$ cat src/rtl/rf_write_scheduler.sv
// Round-robin scheduler for the single register-file write port (wb vs fill) plus a
// 16-entry pending-write scoreboard. Define RF_WRITE_CNT_EN to add per-requester accept counters.
module rf_write_scheduler #(
   parameter int DATA_W = 16,
   parameter int ID_W   = 4
) (
   input  logic                 clk,
   input  logic                 rst_n,
   input  logic                 rsv_valid,
   input  logic [ID_W-1:0]      rsv_id,
   output logic                 rsv_ready,
   input  logic                 wb_valid,
   input  logic [ID_W-1:0]      wb_id,
   input  logic [DATA_W-1:0]    wb_data,
   output logic                 wb_ready,
   input  logic                 fill_valid,
   input  logic [ID_W-1:0]      fill_id,
   input  logic [DATA_W-1:0]    fill_data,
   output logic                 fill_ready,
   input  logic [ID_W-1:0]      src1_id,
   input  logic [ID_W-1:0]      src2_id,
   output logic                 src_busy,
   output logic [(2**ID_W)-1:0] busy_vec,
`ifdef RF_WRITE_CNT_EN
   output logic [15:0]          wr_cnt_wb,
   output logic [15:0]          wr_cnt_fill,
`endif
   output logic                 WriteReg,
   output logic [ID_W-1:0]      DstReg,
   output logic [DATA_W-1:0]    DstData
);

   localparam int   NREG       = 2**ID_W;
   localparam logic GRANT_WB   = 1'b0;
   localparam logic GRANT_FILL = 1'b1;

   logic              last_grant;
   logic              acc_wb;
   logic              acc_fill;
   logic              acc;
   logic [ID_W-1:0]   acc_id;
   logic [DATA_W-1:0] acc_data;
   logic [NREG-1:0]   set_mask;
   logic [NREG-1:0]   clr_mask;

   // Handshake: a transfer occurs at a clk edge where valid & ready are both high; the
   // requester holds valid/id/data stable until then. Ties go opposite last_grant.
   assign wb_ready   = wb_valid   & (~fill_valid | (last_grant == GRANT_FILL));
   assign fill_ready = fill_valid & (~wb_valid   | (last_grant == GRANT_WB));
   assign acc_wb     = wb_valid & wb_ready;
   assign acc_fill   = fill_valid & fill_ready;
   assign acc        = acc_wb | acc_fill;

   // busy_vec[0] is never set, so R0 reservations are always ready.
   assign rsv_ready = ~busy_vec[rsv_id];
   assign src_busy  = ((src1_id != '0) & busy_vec[src1_id]) |
                      ((src2_id != '0) & busy_vec[src2_id]);

   always_comb begin
      acc_id   = wb_id;
      acc_data = wb_data;
      if (acc_fill) begin
         acc_id   = fill_id;
         acc_data = fill_data;
      end
      set_mask = '0;
      clr_mask = '0;
      if (rsv_valid && rsv_ready && (rsv_id != '0)) set_mask[rsv_id] = 1'b1;
      if (acc) clr_mask[acc_id] = 1'b1;
   end

   always_ff @(posedge clk or negedge rst_n) begin
      if (!rst_n) begin
         busy_vec   <= '0;
         last_grant <= GRANT_FILL;
         WriteReg   <= 1'b0;
         DstReg     <= '0;
         DstData    <= '0;
      end else begin
         busy_vec <= (busy_vec & ~clr_mask) | set_mask;
         // R0 is hardwired: the accept completes but no write enable is issued.
         WriteReg <= acc && (acc_id != '0);
         if (acc) begin
            DstReg     <= acc_id;
            DstData    <= acc_data;
            last_grant <= acc_fill ? GRANT_FILL : GRANT_WB;
         end
      end
   end

`ifdef RF_WRITE_CNT_EN
   always_ff @(posedge clk or negedge rst_n) begin
      if (!rst_n) begin
         wr_cnt_wb   <= '0;
         wr_cnt_fill <= '0;
      end else begin
         if (acc_wb && (wr_cnt_wb != 16'hFFFF))     wr_cnt_wb   <= wr_cnt_wb + 16'd1;
         if (acc_fill && (wr_cnt_fill != 16'hFFFF)) wr_cnt_fill <= wr_cnt_fill + 16'd1;
      end
   end
`endif

endmodule

$ cat config.mk
export PLATFORM = sky130hd
export DESIGN_NAME = rf_write_scheduler
export DESIGN_NICKNAME = d
export VERILOG_FILES = /design/src/rtl/rf_write_scheduler.sv
export SDC_FILE = /design/constraint.sdc
export NUM_CORES = 1
export LEC_CHECK = 0
export BUFFER_PORTS_ARGS = -buffer_cell sky130_fd_sc_hd__buf_2
export CORE_ASPECT_RATIO = 0.8
export CORE_MARGIN = 2
export CORE_UTILIZATION = 50
export CTS_CLUSTER_DIAMETER = 80
export DETAILED_ROUTE_END_ITERATION = 10
export PLACE_DENSITY_LB_ADDON = 0.3
export SYNTH_ARGS = -nofsm -noshare
export SYNTH_HDL_FRONTEND = slang
export SYNTH_SLANG_ARGS = --single-unit
$ cat constraint.sdc
create_clock -name clk -period 4 [get_ports clk]
set_input_delay 0.8 -clock clk [delete_from_list [all_inputs] [get_ports clk]]
set_output_delay 0.8 -clock clk [all_outputs]
set_load 0.005 [all_outputs]
==> summary.md <==
| Metric | Value |
|---|---|
| Syn_area_per_cell | 10.1 sq um |
| Final ANT Viol Nets | 0 |
| Skew final | 0.00571 ns |
| Clk Latency, worst-skew pair | approximately 0.28 ns |
| Worst r2r path cells | 6 |
| Mapped Nets | 273 |
| Hold Buf Count CTS | 0 |
| Max_cap viols | 0 |
| Global Route Usage Sum | 0.253 |
| Pwr/cell area | 469 nW/um^2 |
| Cts repair resizes | 0 |
| Final Setup Violations | 0 |
| Fin crit share | 0.756 |
| Synth Area in Compound Gates | 0.237 |
| Yosys top cell by area | dfrtp_1 |
| Syn Inst Count | 216 |
| Num CTS Buffers | 5 |
| Max VDD drop | 0.293 mV |
| Fillers | about 380 |
| Initial antenna violation count | 0 |
| Max clock buf depth | 2 |
| Main combinational cell family by area after synthesis | compound AO/OA/AOI/OAI gates |
| Synth Flop Type | dfrtp_1 |
| Register Area | approximately 950 sq um |
| DR vias/cell | 5.95 |
| Worst setup EP type | output pin |
| Die area | a little under 5000 sq um |
| Largest net degree at the start of global routing | 39 |
| # port buffers | 97 |
| Vias post-DR | 2,178 |
| Least-Margin Pin Slew | 0.872 ns |
| Post-synthesis adder-cell area fraction | 0 |
| Wirelength, routed | ~6000 um |
| Slew headroom | 0.402 |
| Mux share of post-synthesis cell area | 0.162 |
| Pins Over Slew Limit | 0 |
| Share of cells above drive strength 1 | 0.414 |
| Post-Synth Simple-Gate Area | 0.109 |
| Crit path DAT | 2.22 ns |
| Clock Tree Root | clkbuf_8 |
| Die W | between 70 and 80 um |
| Async SR Flop Fraction | 1.00 |
| Critical path class | primary input to output pin |
| RSZ-0062 raised after global routing | false |
| # IOs | 98 |
| Routed WL per cell | 16.3 um |
| Syn. warnings | 0 |
| EDFF count, synth | 0 |
| Leak | 0.00131 uW |
| Placer Congestion | 0.949 |
| Multi-input logic area | about 1100 sq um |
| DPL Wire Length | 4560 um |
| CP startpoint kind | primary input |
| H-tree depth | 2 |
| CTS sink count | 38 |
| First-pass GRT wire length | just under 10,000 um |
| DRT iter0 DRCs | 225 |
| Netlist cell types | 40 |
| Ant diodes | 0 |
| Worst-path clk slew | 0.07 ns |
| Setup bufs post-CTS | 0 |
| Post-route minimum period | approximately 3.0 ns |
| Pre-antenna DRT Iters | 4 |
| Run status | finished clean |
| Initial Util | 0.521 |
| Synth top area share | 0.423 |
| FP Rows | 21 |
| # DRC | 0 |
| Worst min-delay path class | register to register |
| Most common cell in the synthesized netlist | dfrtp_1 |
| Peak fanout along the critical path | 8 |
| CTS tree | yes |
| Final Hold Fails | 0 |
| Core area | 4200 sq um |
| Top cells by count, synth | dfrtp_1 (37), nor2_1 (28), inv_1 (16), o22ai_1 (16), o41ai_1 (15) |
| Synth top area cells | dfrtp_1 (42%), mux4_2 (10%), o41ai_1 (6.0%), nor2_1 (4.8%), o22ai_1 (4.6%) |
| Proportion of synthesized chip area in sequential cells | 0.435 |
| Total grt overflow | 0 |
| XOR/XNOR share of the synthesized area | 0 |
| Yosys reg bits | 38 |
| Critical Path RT | 3.20 ns |
| Vias in the first global route | 2,033 |
| Post-Synthesis Cell Area | ~2200 sq um |
| Hold Path Stages | 1 |
| Achievable Freq | between 300 and 400 MHz |
| Final setup TNS | 0 ns |
| WHS | 0.493 ns |
| Layout area overhead | 28.1% |
| Net count, final | roughly 370 |
| Die Ht | 63.2 um |
-- final timing paths --
check,from,to,slack [ns]
max in group asynchronous,rst_n,DstData[15]$_DFFE_PN0P_,2.87
min in group asynchronous,rst_n,DstData[3]$_DFFE_PN0P_,0.62
min,DstReg[3]$_DFFE_PN0P_,DstReg[3]$_DFFE_PN0P_,0.49
min reg2reg,DstReg[3]$_DFFE_PN0P_,DstReg[3]$_DFFE_PN0P_,0.49
max reg2reg,last_grant$_DFFE_PN1P_,busy_vec[8]$_DFF_PN0_,1.65
max,rsv_id[0],rsv_ready,0.98
-- cells in the final DEF (no fill, tap or decap), types with 10 or more instances in the layout --
master,netlist,routed
a21oi_1,12,12
a31oi_1,10,10
buf_2,2,97
dfrtp_1,37,37
inv_1,16,16
mux4_2,10,10
nor2_1,28,28
o21ai_1,13,13
o22ai_1,16,16
o41ai_1,15,15
-- through the flow --
step                instance area, sq um  cells  utilization  worst slack, ns  power, uW
detailed placement                  2690    359        0.640            0.977        996
global placement                    2690    359        0.640             1.05        983
CTS                                 2800    366        0.667            0.976       1320
global route                        2800    366        0.667            0.925       1390
floorplan                           2190    216            -             1.18        798
finish                              2800    366        0.667            0.976       1320
-- final cells by class --
cell class              count  area share
multi-input cells         149       0.396
repair buffers             98       0.176
well taps                  57      0.0254
clock buffers               6      0.0295
flip-flops and latches     38       0.340
inverters                  17      0.0228
clock inverters             1      0.0107
-- power by group --
part / internal, uW / switching [uW]
Clock: 199 / 125
Combinational: 232 / 194
Sequential: 468 / 98.9
Total: 899 / 418
-- logic make-up after synthesis --
kind of cell	Yosys count
and+or+nand+nor	51
AOI/OAI and AO/OA	77
buffers and inverters	29
DFF	38
muxes	21
-- flip-flops by register name, summed over array words and instances (netlist names) --
| register | flops |
|---|---|
| last_grant | 1 |
| DstReg | 4 |
| DstData | 16 |
| busy_vec | 16 |
| WriteReg | 1 |
-- per-layer routing --
layer / GRT usage / part of all wire
met5: 0 / 0
met4: 0.0614 / 0.012
met2: 0.394 / 0.47
met1: 0.357 / 0.43
met3: 0.0645 / 0.088
-- critical path: stages --
cell and delay, ns:
buf_2 0.19, mux4_2 0.54, mux4_2 0.50, inv_1 0.09, buf_2 0.11
No activity file was read; power rests on OpenSTA's default activity.
